==> src/rtl/interrupt_request_priority_if.sv <==
// Request/priority bus between control logic (master) and the IRR/priority resolver (slave).
interface interrupt_request_priority_if;
  logic [7:0] interrupt_request_pin;
  logic       level_or_edge_triggered;
  logic [7:0] interrupt_mask;
  logic       special_mask_mode;
  logic [7:0] in_service_register;
  logic       freeze;
  logic [7:0] clear_interrupt_request;
  logic       priority_rotate;
  logic [2:0] priority_rotate_level;
  logic       icw1_write;
  logic [7:0] interrupt_request_register;
  logic [7:0] highest_priority_interrupt;
  logic       interrupt_pending;
  logic [2:0] lowest_priority_level;

  modport master (
    output interrupt_request_pin, level_or_edge_triggered, interrupt_mask,
           special_mask_mode, in_service_register, freeze, clear_interrupt_request,
           priority_rotate, priority_rotate_level, icw1_write,
    input  interrupt_request_register, highest_priority_interrupt,
           interrupt_pending, lowest_priority_level
  );

  modport slave (
    input  interrupt_request_pin, level_or_edge_triggered, interrupt_mask,
           special_mask_mode, in_service_register, freeze, clear_interrupt_request,
           priority_rotate, priority_rotate_level, icw1_write,
    output interrupt_request_register, highest_priority_interrupt,
           interrupt_pending, lowest_priority_level
  );
endinterface

==> src/rtl/interrupt_request_priority.sv <==
// IR pin synchroniser, interrupt request register and rotating priority resolver.
// Pin edge -> IRR in SYNC_STAGES+1 clks; IRR -> granted one-hot in 1 clk (held while frozen).
module interrupt_request_priority #(
  parameter int SYNC_STAGES = 2
) (
  input logic                          clk,
  input logic                          rst_n,
  interrupt_request_priority_if.slave  bus
);

  logic [SYNC_STAGES-1:0][7:0] sync;
  logic [7:0] s;
  logic [7:0] prev;
  logic [7:0] irr;
  logic [7:0] irr_next;
  logic [7:0] hpi;
  logic       pending;
  logic [2:0] lowest;

  assign s = sync[SYNC_STAGES-1];

  always_comb begin
    irr_next = irr;
    for (int i = 0; i < 8; i++) begin
      if (bus.icw1_write || bus.clear_interrupt_request[i])
        irr_next[i] = 1'b0;
      else if (bus.level_or_edge_triggered)
        irr_next[i] = s[i];
      else if (s[i] && !prev[i])
        irr_next[i] = 1'b1;
      else if (!s[i])
        irr_next[i] = 1'b0;
    end
  end

  // Walk levels from highest (lowest+1) to lowest, recording the first hit and its rank.
  logic [7:0] cand;
  logic [7:0] result;
  logic [2:0] start;
  logic [2:0] idx;
  logic [2:0] cand_idx;
  logic [2:0] cand_rank;
  logic [2:0] isr_rank;
  logic       cand_found;
  logic       isr_found;

  always_comb begin
    start      = lowest + 3'd1;
    cand       = irr & ~bus.interrupt_mask;
    if (bus.special_mask_mode)
      cand = cand & ~bus.in_service_register;
    idx        = 3'd0;
    cand_idx   = 3'd0;
    cand_rank  = 3'd0;
    isr_rank   = 3'd0;
    cand_found = 1'b0;
    isr_found  = 1'b0;
    for (int k = 0; k < 8; k++) begin
      idx = start + 3'(k);
      if (!cand_found && cand[idx]) begin
        cand_found = 1'b1;
        cand_idx   = idx;
        cand_rank  = 3'(k);
      end
      if (!isr_found && bus.in_service_register[idx]) begin
        isr_found = 1'b1;
        isr_rank  = 3'(k);
      end
    end
    result = 8'h00;
    if (cand_found && (bus.special_mask_mode || !isr_found || cand_rank < isr_rank))
      result[cand_idx] = 1'b1;
  end

  always_ff @(posedge clk or negedge rst_n) begin
    if (!rst_n) begin
      sync    <= '0;
      prev    <= 8'h00;
      irr     <= 8'h00;
      hpi     <= 8'h00;
      pending <= 1'b0;
      lowest  <= 3'd7;
    end else begin
      sync <= {sync[SYNC_STAGES-2:0], bus.interrupt_request_pin};
      prev <= s;
      irr  <= irr_next;
      if (bus.icw1_write) begin
        hpi     <= 8'h00;
        pending <= 1'b0;
        lowest  <= 3'd7;
      end else begin
        if (!bus.freeze) begin
          hpi     <= result;
          pending <= |result;
        end
        if (bus.priority_rotate)
          lowest <= bus.priority_rotate_level;
      end
    end
  end

  assign bus.interrupt_request_register = irr;
  assign bus.highest_priority_interrupt = hpi;
  assign bus.interrupt_pending          = pending;
  assign bus.lowest_priority_level      = lowest;

endmodule

==> src/flat_wrapper.sv <==
// flat-port wrapper written by rule: the top's interface ports become plain ports
module interrupt_request_priority_flat 
#(
  parameter int SYNC_STAGES = 2
)
  (clk, rst_n, bus_interrupt_request_pin, bus_level_or_edge_triggered, bus_interrupt_mask, bus_special_mask_mode, bus_in_service_register, bus_freeze, bus_clear_interrupt_request, bus_priority_rotate, bus_priority_rotate_level, bus_icw1_write, bus_interrupt_request_register, bus_highest_priority_interrupt, bus_interrupt_pending, bus_lowest_priority_level);
  interrupt_request_priority_if bus_i ();
  input logic clk;
  input logic rst_n;
  input wire logic [$bits(bus_i.interrupt_request_pin)-1:0] bus_interrupt_request_pin;
  input wire logic [$bits(bus_i.level_or_edge_triggered)-1:0] bus_level_or_edge_triggered;
  input wire logic [$bits(bus_i.interrupt_mask)-1:0] bus_interrupt_mask;
  input wire logic [$bits(bus_i.special_mask_mode)-1:0] bus_special_mask_mode;
  input wire logic [$bits(bus_i.in_service_register)-1:0] bus_in_service_register;
  input wire logic [$bits(bus_i.freeze)-1:0] bus_freeze;
  input wire logic [$bits(bus_i.clear_interrupt_request)-1:0] bus_clear_interrupt_request;
  input wire logic [$bits(bus_i.priority_rotate)-1:0] bus_priority_rotate;
  input wire logic [$bits(bus_i.priority_rotate_level)-1:0] bus_priority_rotate_level;
  input wire logic [$bits(bus_i.icw1_write)-1:0] bus_icw1_write;
  output wire logic [$bits(bus_i.interrupt_request_register)-1:0] bus_interrupt_request_register;
  output wire logic [$bits(bus_i.highest_priority_interrupt)-1:0] bus_highest_priority_interrupt;
  output wire logic [$bits(bus_i.interrupt_pending)-1:0] bus_interrupt_pending;
  output wire logic [$bits(bus_i.lowest_priority_level)-1:0] bus_lowest_priority_level;
  assign bus_i.interrupt_request_pin = bus_interrupt_request_pin;
  assign bus_i.level_or_edge_triggered = bus_level_or_edge_triggered;
  assign bus_i.interrupt_mask = bus_interrupt_mask;
  assign bus_i.special_mask_mode = bus_special_mask_mode;
  assign bus_i.in_service_register = bus_in_service_register;
  assign bus_i.freeze = bus_freeze;
  assign bus_i.clear_interrupt_request = bus_clear_interrupt_request;
  assign bus_i.priority_rotate = bus_priority_rotate;
  assign bus_i.priority_rotate_level = bus_priority_rotate_level;
  assign bus_i.icw1_write = bus_icw1_write;
  assign bus_interrupt_request_register = bus_i.interrupt_request_register;
  assign bus_highest_priority_interrupt = bus_i.highest_priority_interrupt;
  assign bus_interrupt_pending = bus_i.interrupt_pending;
  assign bus_lowest_priority_level = bus_i.lowest_priority_level;
  interrupt_request_priority #(.SYNC_STAGES(SYNC_STAGES)) u_core (.clk(clk), .rst_n(rst_n), .bus(bus_i));
endmodule
==> config.mk <==
export PLATFORM = sky130hd
export DESIGN_NAME = interrupt_request_priority_flat
export DESIGN_NICKNAME = d
export VERILOG_FILES = /design/src/rtl/interrupt_request_priority_if.sv /design/src/rtl/interrupt_request_priority.sv /design/src/flat_wrapper.sv
export SDC_FILE = /design/constraint.sdc
export NUM_CORES = 1
export LEC_CHECK = 0
export BUFFER_PORTS_ARGS = -buffer_cell sky130_fd_sc_hd__clkbuf_2
export CAP_MARGIN = 20
export CORE_MARGIN = 2
export CORE_UTILIZATION = 45
export DETAILED_ROUTE_END_ITERATION = 8
export GPL_TIMING_DRIVEN = 0
export PLACE_DENSITY = 0.67
export SLEW_MARGIN = 20
export SYNTH_ARGS = -nofsm -noshare
export SYNTH_HDL_FRONTEND = slang
export SYNTH_SLANG_ARGS = --single-unit
==> constraint.sdc <==
create_clock -name clk -period 6.6 [get_ports clk]
set_input_delay 0.33 -clock clk [delete_from_list [all_inputs] [get_ports clk]]
set_output_delay 0.33 -clock clk [all_outputs]
set_load 0.01 [all_outputs]
Word level (Yosys, flattened, before mapping) --
Index checks and enable logic that the tools add are counted.
Storage, ports and cells: logic and storage cells 217, input bits 42, bits in registers 44
Cells by class: reductions and logical operators 59, multiplexer cells 112, bitwise logic cells 4, add/subtract/negate cells 8, order comparisons 11, equal/unequal tests 9
Operators by type and width (number):
- 1-bit two-way mux | 69
- 3-bit two-way mux | 18
- 1-bit binary-select mux with 3-bit select | 16
- 3-bit by 4-bit < comparator with 1-bit output, second input constant | 9
- 8-bit two-way mux | 4
- 4-bit inequality test, second input constant | 8
- 1-bit logical AND | 24
- 1-bit logical NOT | 23
- 8-bit bitwise AND | 2
- 8-bit inverter | 2
- 3-bit adder, second input constant | 4
- 1-bit logical OR | 10
- 2-bit two-way mux | 4
- 8-bit OR reduction | 1
- 3-bit by 1-bit adder with 3-bit output, second input constant | 2
- 3-bit by 2-bit adder with 3-bit output, second input constant | 2
- 1-bit demux with 3-bit select | 1
- 3-bit by 1-bit >= comparator with 1-bit output, second input constant | 1
- 3-bit < comparator | 1
- 2-bit by 1-bit inequality test with 1-bit output, second input constant | 1
- 2-bit nonzero test | 1

Longest topological paths before layout --
Gate-level depths: netlist of run 1.
depth in word-level cells 36, depth in mapped cells 19, gate-level depth less buffers 15

Worst setup path before layout of run 1 --
OpenSTA, ideal clock, no wires.
kind reg2reg, start register u_core.lowest[0], in the netlist u_core.bus.lowest_priority_level[0], end register u_core.hpi[7], in the netlist u_core.bus.highest_priority_interrupt[7], slack 2.461 ns, stages on the path, launching flop included 17, path buffers 3, data arrival time 4.017 ns, cells stage by stage dfstp_2 buf_6 clkbuf_8 inv_1 ha_1 clkbuf_8 nor2_1 nand3_1 nand4_2 nor4_1 nor4_1 o31ai_1 ha_1 a21oi_1 o311ai_0 nor3b_2 a32o_2
Between the ends: cells in the longest elaborated chain, start to end 32, elaborated cells on any way between the ends 119
RTL lines:
- start, declared | line interrupt_request_priority.sv:18 | logic [2:0] lowest;
- start signal, assigned | line interrupt_request_priority.sv:97 | lowest <= bus.priority_rotate_level;
- 3-bit by 1-bit adder with 3-bit output * | line interrupt_request_priority.sv:48 | start = lowest + 3'd1;
- branches (longest 28 deep; another with 3-bit by 1-bit adder with 3-bit output)
- 8-bit two-way mux * | line interrupt_request_priority.sv:71 | if (cand_found && (bus.special_mask_mode || !isr_found || cand_rank < isr_rank))
- 8-bit two-way mux * | line interrupt_request_priority.sv:92 | if (!bus.freeze) begin
- 8-bit two-way mux * | line interrupt_request_priority.sv:87 | if (bus.icw1_write) begin
- end signal, assigned | line interrupt_request_priority.sv:93 | hpi <= result;
- end, declared | line interrupt_request_priority.sv:16 | logic [7:0] hpi;
Mark *: on every way between the ends. The select of a mux whose other input is x is not followed. A chain may end at the register's enable or synchronous reset.

Final worst setup path of run 1 --
start register u_core.lowest[0], in the netlist u_core.bus.lowest_priority_level[0], end register u_core.hpi[0], in the netlist u_core.bus.highest_priority_interrupt[0]
The elaborated chain is that of the path after synthesis.

==> results of run 1 <==
[power by group]
part / switching (mW) / total, mW / leakage, nW / internal (mW)
logic: 0.133 / 0.229 / 1.02 / 0.0951
registers: 0.00596 / 0.288 / 0.545 / 0.282
clock network: 0.0881 / 0.237 / 0.0642 / 0.149
total: 0.228 / 0.754 / 1.63 / 0.526
[sequential cells by signal, summed over array words and instances, names as in the netlist]
signal and cells:
u_core.s 8, u_core.bus.lowest_priority_level 3, u_core.sync 8, u_core.bus.highest_priority_interrupt 8
u_core.prev 8, u_core.bus.interrupt_pending 1, u_core.bus.interrupt_request_register 8
[metrics by stage]
stage,hold slack [ns],std cells,worst slack [ns]
after detailed placement,0.341,461,1.71
after global placement,0.333,461,1.74
after global routing,0.120,468,1.12
final,0.138,468,1.63
after floorplan,0.0344,322,2.46
after CTS,0.124,468,1.66
[synth_stat cells (all sizes together) (5+ instances only)]
cell type,number,area share
nor2b,5,0.010
nand3,31,0.050
buf,5,0.012
inv,7,0.0084
and4,6,0.018
and2,9,0.018
a21oi,16,0.027
dfrtp,41,0.33
nor2,31,0.037
nor4,8,0.016
clkbuf,9,0.024
or3,5,0.012
and2b,6,0.016
a32o,9,0.029
mux2i,15,0.048
nand4,12,0.031
mux4,13,0.093
nand2,36,0.043
nor3,7,0.011
[logic make-up (layout without fill, tap and decap cells)]
logic type,count (synthesis),count (layout),share of synthesized area
muxes,29,29,0.145
buffers and inverters,22,88,0.0459
AOI/OAI and AO/OA,55,55,0.143
xor gates and xnor gates,4,4,0.0156
adders and majority gates,4,4,0.0160
and+or+nand+nor,164,164,0.283
DFF,44,44,0.352
[per-layer routing]
metal | vias to the layer above | share of wire
li1 | 1354 | -
met1 | 1419 | 0.44
met2 | 138 | 0.48
met3 | 19 | 0.062
met4 | 0 | 0.019
met5 | - | 0
[worst paths after layout]
kind | cells past startpoint | slack [ns] | startpoint | endpoint
min in group asynchronous | 1 | 0.18 | rst_n | u_core.bus.interrupt_pending$_DFFE_PN0P_
worst min register to register | 0 | 0.36 | u_core.sync[2]$_DFF_PN0_ | u_core.s[2]$_DFF_PN0_
worst max register to register | 16 | 1.63 | u_core.bus.lowest_priority_level[0]$_DFFE_PN1P_ | u_core.bus.highest_priority_interrupt[0]$_DFFE_PN0P_
worst min-delay path | 1 | 0.14 | bus_interrupt_request_pin[6] | u_core.sync[6]$_DFF_PN0_
max in group asynchronous | 1 | 5.81 | rst_n | u_core.bus.interrupt_request_register[1]$_DFFE_PN0P_
worst max-delay path | 16 | 1.63 | u_core.bus.lowest_priority_level[0]$_DFFE_PN1P_ | u_core.bus.highest_priority_interrupt[0]$_DFFE_PN0P_
[area by class of cell]
type	instances	area share
clock inverters	2	0.0164
well taps	80	0.0274
clock buffers	5	0.0188
repair buffers	59	0.0807
flip-flops and latches	44	0.302
inverters	8	0.00821
plain buffers	14	0.0311
multi-input cells	256	0.515
[critical path: cells and delay by family, from the launching register on]
kind / cells / cell delay (ns)
adder cells (fa/ha/maj): 2 / 0.68
buffers and inverters: 4 / 0.65
AND/OR/NAND/NOR: 6 / 1.84
flip-flops: 1 / 0.59
AO/OA/AOI/OAI: 4 / 1.11
==> results.yml, run 1 <==
clock_network:
  clkTransAtPathRegs_ns: 0.08
  cts_resized: 0
  cts.sinks: 44
  cts_tree: "done"
  ctsHoldBuffers: 0
  clockBufferDepth: 2
  numCtsBuffers: 5
  h-tree-depth: 2
  clk_latency_ns: 0.29
  postCtsSetupRepairBufs: 0
  cts_root_buf: "clkbuf_8"
sta:
  worst_pin_slew_ns: 0.956
  fin_crit_sh: 0.754
  period_needed_ns: 4.97
  finalMaxSlewViolations: 0
  rsz0062_at_grt: "no"
  relSlewSlack: 0.363
  tns_ns: 0
  fmax_mhz: 201
  finalHoldViolations: 0
  final.setup_skew_ns: 0.00443
  setup_violations: 0
logic_synthesis:
  yosysSeqAreaShare: 0.352
  avgSynthCellArea_um2: 9.73
  ys_seq_elements: 44
  netlist-cell-type-count: 66
  async_flop_share: 1.00
  synth_area_um2: 3130
  synth_enable_flop_cells: 0
  postSynthCellCount: 322
  syn_nets: 368
  synth_flop_cell: "dfrtp_1"
  synth-warning-count: 0
run:
  maxCapViolCount: 0
global_routing:
  grt_pass1_wl_um: 13400
  use_met1: 0.306
  first_global_vias: 2787
  grt_use_met3: 0.0275
  grt_max_degree: 45
  busiest_layer: "met2"
  track_usage: 0.223
  grt_overflow: 0
  antenna_found_initial: 0
  grt_util_met2: 0.371
pwr:
  power.total_mw: 0.754
  irDropWorstVdd_v: 0.000128
  p_leak_nw: 1.63
  p_per_area_nw_per_um2: 206
setup_path:
  worstPathMaxFanout: 10
  arrival_ns: 5.16
  crit_path_start_kind: "flop"
  path_cells: "buf_6 > clkbuf_8 > inv_1 > ha_1 > clkbuf_8 > nor2_1 > nand3_1 > nand4_1 > nor4_1 > nor4_1 > o31ai_1 > ha_1 > a21oi_1 > o311ai_0 > nor3_1 > a32o_1"
  max_stage_delay_ns: 0.59
  worstSetupEndpointType: "flop"
  cpMaxStageDelayCell: "dfstp_2"
  worst-setup-path-type: "flop to flop"
  cp.required_ns: 6.78
finish:
  final_common_cell: "clkbuf_2"
  design_area_um2: 3660
  num-fill-cells: 646
  seqCellArea_um2: 1100
  nets: 434
  multi_input_area_um2: 1890
  final_cell_mix: "clkbuf_2 (59), dfrtp_1 (41), nand2_1 (36)"
  synthToLayoutAreaGrowth_pct: 16.7
  antennaDiodeCount: 0
  drive_above_1_share: 0.291
  fin_util: 0.541
die:
  die_y_um: 87.5
  io_pins: 62
  initial_core_util: 0.464
  die_area_um2: 7650
  fp.coreArea_um2: 6760
  rows: 30
  die_x_um: 87.5
worst_hold_path:
  hp-class: "input pin to flop"
status:
  status: "finished, final reports clean"
place:
  numPortBuffers: 59
  dpl.hpwl_um: 6250
  dpl_cell_area_um2: 3530
  gp_congestion: 0.924
routing:
  drt_wl_total_um: 8080
  vias_per_cell: 6.26
  antenna_left: 0
  drc: 0
  drt_iter0_markers: 231
  vias: 2930
  avgRoutedWirePerCell_um: 17.3
  drt_first_pass_iters: 5
(Power assumes the default switching activity.)
==> inputs of run 2 (changes only) <==
--- a/config.mk
+++ b/config.mk
@@ -5,13 +5,14 @@
 export SDC_FILE = /design/constraint.sdc
 export NUM_CORES = 1
 export LEC_CHECK = 0
+export ABC_AREA = 1
 export BUFFER_PORTS_ARGS = -buffer_cell sky130_fd_sc_hd__clkbuf_2
 export CAP_MARGIN = 20
 export CORE_MARGIN = 2
 export CORE_UTILIZATION = 45
 export DETAILED_ROUTE_END_ITERATION = 8
 export GPL_TIMING_DRIVEN = 0
-export PLACE_DENSITY = 0.67
+export PLACE_DENSITY = 0.68
 export SLEW_MARGIN = 20
 export SYNTH_ARGS = -nofsm -noshare
 export SYNTH_HDL_FRONTEND = slang
==> constraint.sdc (replaced) <==
create_clock -name clk -period 5.2 [get_ports clk]
set_input_delay 0.26 -clock clk [delete_from_list [all_inputs] [get_ports clk]]
set_output_delay 0.26 -clock clk [all_outputs]
set_load 0.01 [all_outputs]
==> run 2 against run 1 <==
  * Die area fell by 5.5%
  * First-iteration DRC count decreased by 17%
  * Worst hold slack lost 0.074 ns
==> results.yml, run 2 <==
sta:
  fin_crit_sh: 0.803
  finalHoldViolations: 0
  finalMaxSlewViolations: 0
  fmax_mhz: 239
  relSlewSlack: 0.384
  rsz0062_at_grt: "no"
  period_needed_ns: 4.18
  worst_pin_slew_ns: 0.924
  tns_ns: 0
  final.setup_skew_ns: 0.00604
  setup_violations: 0
global_routing:
  grt_overflow: 0
  first_global_vias: 2810
  track_usage: 0.220
  grt_pass1_wl_um: 12800
  antenna_found_initial: 0
  grt_max_degree: 45
routing:
  drt_wl_total_um: 7250
  vias: 2901
  drt_first_pass_iters: 6
  drc: 0
  avgRoutedWirePerCell_um: 13.2
  drt_iter0_markers: 192
  vias_per_cell: 5.27
  antenna_left: 0
clock_network:
  h-tree-depth: 2
  ctsHoldBuffers: 0
  cts_resized: 0
  numCtsBuffers: 5
  cts.sinks: 44
  clk_latency_ns: 0.30
  clkTransAtPathRegs_ns: 0.08
  cts_tree: "done"
  postCtsSetupRepairBufs: 0
  clockBufferDepth: 2
  cts_root_buf: "clkbuf_8"
logic_synthesis:
  ys_seq_elements: 44
  synth-warning-count: 0
  netlist-cell-type-count: 45
  postSynthCellCount: 406
  yosysTopAreaCell: "dfrtp_1"
  yosys-top-cells-area: "dfrtp_1 (35%), nand2_1 (16%), nand3_1 (7.5%)"
  synth_most_common_cell: "nand2_1"
  synth_area_um2: 2950
  avgSynthCellArea_um2: 7.27
  netlist.area_leader.share: 0.347
  syn_nets: 452
  async_flop_share: 1.00
  synth_common_cells: "nand2_1 (124), nand3_1 (44), inv_1 (42)"
  synth_enable_flop_cells: 0
  synth_flop_cell: "dfrtp_1"
  yosysSeqAreaShare: 0.374
finish:
  design_area_um2: 3470
  multi_input_area_um2: 1560
  nets: 518
  final_common_cell: "nand2_1"
  drive_above_1_share: 0.235
  final_cell_mix: "nand2_1 (124), clkbuf_2 (58), nand3_1 (44)"
  antennaDiodeCount: 0
  seqCellArea_um2: 1100
  synthToLayoutAreaGrowth_pct: 17.4
  fin_util: 0.546
  num-fill-cells: 616
setup_path:
  worstPathMaxFanout: 10
  worst-setup-path-type: "flop to flop"
  path_cells: "buf_6 > inv_4 > buf_6 > ha_1 > buf_2 > buf_1 > o211ai_1 > nand3_1 > nand2_1 > nor2_2 > nand2_2 > nor2_2 > nand2_1 > o21a_1 > o211ai_1 > inv_1 > ha_1 > a21oi_1 > nand2_1 > nand2_2 > nand3_1 > o21bai_1"
  cpMaxStageDelayCell: "dfstp_2"
  r2r_cells: 22
  r2r_start: "u_core.bus.lowest_priority_level[0]$_DFFE_PN1P_"
  worstSetupEndpointType: "flop"
  cp.required_ns: 5.41
  max_stage_delay_ns: 0.61
  r2r_setup_slack_ns: 1.02
  r2r-end: "u_core.bus.highest_priority_interrupt[0]$_DFFE_PN0P_"
  arrival_ns: 4.39
  crit_top_cell: "nand2_1"
  crit_path_start_kind: "flop"
worst_hold_path:
  worstHoldStart: "bus_interrupt_request_pin[0]"
  hold_depth: 1
  hp-class: "input pin to flop"
  holdPathEnd: "u_core.sync[0]$_DFF_PN0_"
pwr:
  irDropWorstVdd_v: 0.000296
  p_leak_nw: 1.85
  p_per_area_nw_per_um2: 320
place:
  numPortBuffers: 59
  gp_congestion: 0.853
  dpl_cell_area_um2: 3340
  dpl.hpwl_um: 5830
die:
  fp.coreArea_um2: 6350
  io_pins: 62
  die_area_um2: 7230
  die_y_um: 85.0
  initial_core_util: 0.465
  die_x_um: 85.0
  rows: 29
status:
  status: "finished, final reports clean"
run:
  maxCapViolCount: 0
-- run 2: cell count changes after synthesis, sizes merged, moves of 8 or more --
cell / delta
and2: -9
inv: +40
nand4: +11
clkbuf: -8
mux2i: -15
nand3: +17
o21ai: +16
nand2: +96
a32o: -9
mux4: -13
a21oi: -10
-- run 2: worst max path at each step --
| stage | startpoint | endpoint | slack [ns] | cells after the start |
|---|---|---|---|---|
| 4_1_cts | u_core.bus.lowest_priority_level[0]$_DFFE_PN1P_ | u_core.bus.highest_priority_interrupt[0]$_DFFE_PN0P_ | 1.02 | 24 |
| 6_report | u_core.bus.lowest_priority_level[0]$_DFFE_PN1P_ | u_core.bus.highest_priority_interrupt[0]$_DFFE_PN0P_ | 1.02 | 22 |
| 3_5_place_dp | u_core.bus.lowest_priority_level[0]$_DFFE_PN1P_ | u_core.bus.highest_priority_interrupt[0]$_DFFE_PN0P_ | 1.06 | 24 |
| 3_3_place_gp | u_core.bus.lowest_priority_level[0]$_DFFE_PN1P_ | u_core.bus.highest_priority_interrupt[0]$_DFFE_PN0P_ | 1.15 | 24 |
| 2_1_floorplan | u_core.bus.lowest_priority_level[0]$_DFFE_PN1P_ | u_core.bus.highest_priority_interrupt[0]$_DFFE_PN0P_ | 1.69 | 24 |
| 5_1_grt | u_core.bus.lowest_priority_level[0]$_DFFE_PN1P_ | u_core.bus.highest_priority_interrupt[0]$_DFFE_PN0P_ | 0.62 | 22 |
-- run 2: metal layers --
layer | track usage | part of all wire
met2 | 0.363 | 0.47
met5 | 0 | 0
met3 | 0.0379 | 0.051
met4 | 0.0837 | 0.020
met1 | 0.288 | 0.46
-- run 2: where the power goes --
part,total (mW),switching (mW),internal (mW),leakage (nW)
clock,0.272,0.115,0.157,0.0614
sequential,0.379,0.0128,0.366,0.544
combinational,0.458,0.301,0.156,1.25
-- run 2: layout make-up --
cell class | count | area share
clock buffers | 6 | 0.0238
multi-input cells | 302 | 0.451
clock inverters | 2 | 0.0112
repair buffers | 59 | 0.0852
inverters | 48 | 0.0534
flip-flops and latches | 44 | 0.319
plain buffers | 12 | 0.0292
well taps | 77 | 0.0278
-- run 2: kinds of logic (layout without fill, tap and decap cells) --
kind of cell | after synthesis | count (layout) | synth area share
compound gates | 50 | 50 | 0.111
simple gates | 245 | 245 | 0.389
flops | 44 | 44 | 0.374
xor+xnor | 3 | 3 | 0.0114
fa+ha+maj | 4 | 4 | 0.0169
buf+inv | 60 | 127 | 0.0970
-- run 2: stage by stage --
step           cells  power [mW]  setup slack, ns  hold slack [ns]
6_report         550        1.11             1.02           0.0640
5_1_grt          550        1.20            0.624           0.0499
3_3_place_gp     542       0.831             1.15            0.332
2_1_floorplan    406       0.721             1.69          -0.0356
4_1_cts          550        1.11             1.02           0.0553
3_5_place_dp     542       0.839             1.06            0.337
-- run 2: critical path, delay by kind of cell (launching register included) --
kind | cells | cell delay, ns
AO/OA/AOI/OAI | 5 | 0.83
flip-flops | 1 | 0.61
buffers and inverters | 6 | 1.11
AND/OR/NAND/NOR | 9 | 0.98
adder cells (fa/ha/maj) | 2 | 0.56
==> inputs of run 3 (changes only) <==
--- a/config.mk
+++ b/config.mk
@@ -12,7 +12,7 @@
 export CORE_UTILIZATION = 45
 export DETAILED_ROUTE_END_ITERATION = 8
 export GPL_TIMING_DRIVEN = 0
-export PLACE_DENSITY = 0.68
+export PLACE_DENSITY = 0.7
 export SLEW_MARGIN = 20
 export SYNTH_ARGS = -nofsm -noshare
 export SYNTH_HDL_FRONTEND = slang
==> constraint.sdc (replaced) <==
create_clock -name clk -period 3.6 [get_ports clk]
set_input_delay 0.18 -clock clk [delete_from_list [all_inputs] [get_ports clk]]
set_output_delay 0.18 -clock clk [all_outputs]
set_load 0.01 [all_outputs]
==> run 3 against run 2 <==
  * Routed wire length increased by 8.8%
  * Combinational power increased by 76%
  * First-iteration DRC count decreased by 7.8%
  * Register-to-register slack got worse by 0.83 ns
  * Worst hold slack got worse by 0.050 ns
  * Clock-buffer cell count unchanged
  * Power increased by 58%
  * Critical endpoint is now u_core.bus.highest_priority_interrupt[1]$_DFFE_PN0P_
==> results.yml, run 3 (same netlist as run 2, synthesis figures left out) <==
status:
  status: "finished, final reports clean"
worst_hold_path:
  hp-class: "input pin to async pin"
setup_path:
  path_buf_inv: 6
  worstPathMaxFanout: 8
  crit_family: "simple AND/OR/NAND/NOR gates"
  crit_path_start_kind: "flop"
  max_stage_delay_ns: 0.56
  cp.required_ns: 3.81
  cpMaxStageDelayCell: "dfstp_2"
  arrival_ns: 3.63
  worstSetupEndpointType: "flop"
  startpoint: "u_core.bus.lowest_priority_level[0]$_DFFE_PN1P_"
  r2r_start: "u_core.bus.lowest_priority_level[0]$_DFFE_PN1P_"
  worst-setup-path-type: "flop to flop"
  crit_top_cell: "nand2_2"
sta:
  fmax_mhz: 293
  hold-worst-slack_ns: 0.0140
  fin_crit_sh: 0.948
  tns_ns: 0
  relSlewSlack: 0.379
  finalMaxSlewViolations: 0
  setup_slack_ns: 0.188
  final.setup_skew_ns: 0.00765
  rsz0062_at_grt: "yes"
  finalHoldViolations: 0
  period_needed_ns: 3.41
  worst_pin_slew_ns: 0.932
  setup_violations: 0
die:
  die_y_um: 85.0
  die_x_um: 85.0
  die_area_um2: 7230
  io_pins: 62
  initial_core_util: 0.465
  fp.coreArea_um2: 6350
  rows: 29
routing:
  avgRoutedWirePerCell_um: 13.7
  drt_iter0_markers: 177
  drc: 0
  vias: 3034
  drt_wl_total_um: 7890
  antenna_left: 0
  vias_per_cell: 5.29
  drt_first_pass_iters: 4
clock_network:
  cts_tree: "done"
  cts.sinks: 44
  cts_root_buf: "clkbuf_8"
  clkTransAtPathRegs_ns: 0.08
  clockBufferDepth: 2
  h-tree-depth: 2
  numCtsBuffers: 5
  clk_latency_ns: 0.30
finish:
  final_cell_mix: "nand2_1 (115), clkbuf_2 (58), inv_1 (42), nand3_1 (42), dfrtp_1 (41)"
  fin_util: 0.602
  drive_above_1_share: 0.292
  nets: 542
  antennaDiodeCount: 0
  design_area_um2: 3820
  final_common_cell: "nand2_1"
  num-fill-cells: 585
  synthToLayoutAreaGrowth_pct: 29.4
  fin_cells: 574
place:
  numPortBuffers: 59
  place_ws_ns: -0.545
  dpl.hpwl_um: 5900
  place_inst: 542
  dpl_cell_area_um2: 3340
  gp_congestion: 0.879
global_routing:
  first_global_vias: 2873
  grt_overflow: 0
  grt_max_degree: 45
  antenna_found_initial: 0
  grt_pass1_wl_um: 13300
  track_usage: 0.228
pwr:
  p_leak_nw: 1.99
  p_per_area_nw_per_um2: 457
  power.total_mw: 1.75
  irDropWorstVdd_v: 0.000526
run:
  maxCapViolCount: 0
==> run 3: cell types whose count changed in the layout (fill, tap and decap cells not counted), sizes merged <==
cell,delta
clkinv,+1
buf,+16
inv,-1
dlygate4sd3,+8
==> run 3: layer usage <==
| layer | share of wire | vias to the layer above | global-route usage |
|---|---|---|---|
| met4 | 0.021 | 0 | 0.0952 |
| li1 | - | 1524 | - |
| met3 | 0.052 | 15 | 0.0302 |
| met2 | 0.48 | 97 | 0.376 |
| met5 | 0 | - | 0 |
| met1 | 0.45 | 1398 | 0.301 |
==> run 3: area by class of cell <==
class | instances | area [um^2] | area share
Multi-Input combinational cell | 302 | 1690 | 0.443
Sequential cell | 44 | 1100 | 0.289
Timing Repair Buffer | 85 | 514 | 0.135
Inverter | 48 | 195 | 0.0511
Buffer | 10 | 98.8 | 0.0259
Tap cell | 77 | 96.3 | 0.0252
Clock buffer | 6 | 82.6 | 0.0216
Clock inverter | 2 | 38.8 | 0.0101
==> run 3: path summary, 6_finish.rpt <==
check,end,slack (ns),cells past startpoint
worst max-delay path,u_core.bus.highest_priority_interrupt[1]$_DFFE_PN0P_,0.19,25
worst min-delay path,u_core.bus.highest_priority_interrupt[2]$_DFFE_PN0P_,0.01,1
worst max register to register,u_core.bus.highest_priority_interrupt[1]$_DFFE_PN0P_,0.19,25
worst min register to register,u_core.s[2]$_DFF_PN0_,0.35,0
max in group asynchronous,u_core.s[1]$_DFF_PN0_,3.00,1
min in group clk,u_core.bus.interrupt_request_register[3]$_DFFE_PN0P_,0.03,2
==> run 3: what timing repair did <==
| item | 4_1_cts | 5_1_grt |
|---|---|---|
| hold buffers | 8 | 0 |
| setup endpoints to repair | 9 | 9 |
| gates resized for setup | 17 | 17 |
| endpoints found under the hold margin | 8 | 0 |
| buffers inserted | 8 | 10 |
| pin swaps | 9 | 17 |
==> run 3: report_power, final <==
part | switching [mW] | internal, mW
clock | 0.168 | 0.227
combinational | 0.497 | 0.308
sequential | 0.0189 | 0.529
==> run 3: worst reg2reg max path, delay by kind of cell (launching register included) <==
kind                     cells  cell delay [ns]
AO/OA/AOI/OAI                3             0.45
flip-flops                   1             0.56
adder cells (fa/ha/maj)      2             0.59
buffers and inverters        6             0.53
XOR/XNOR                     1             0.18
AND/OR/NAND/NOR             13             1.05
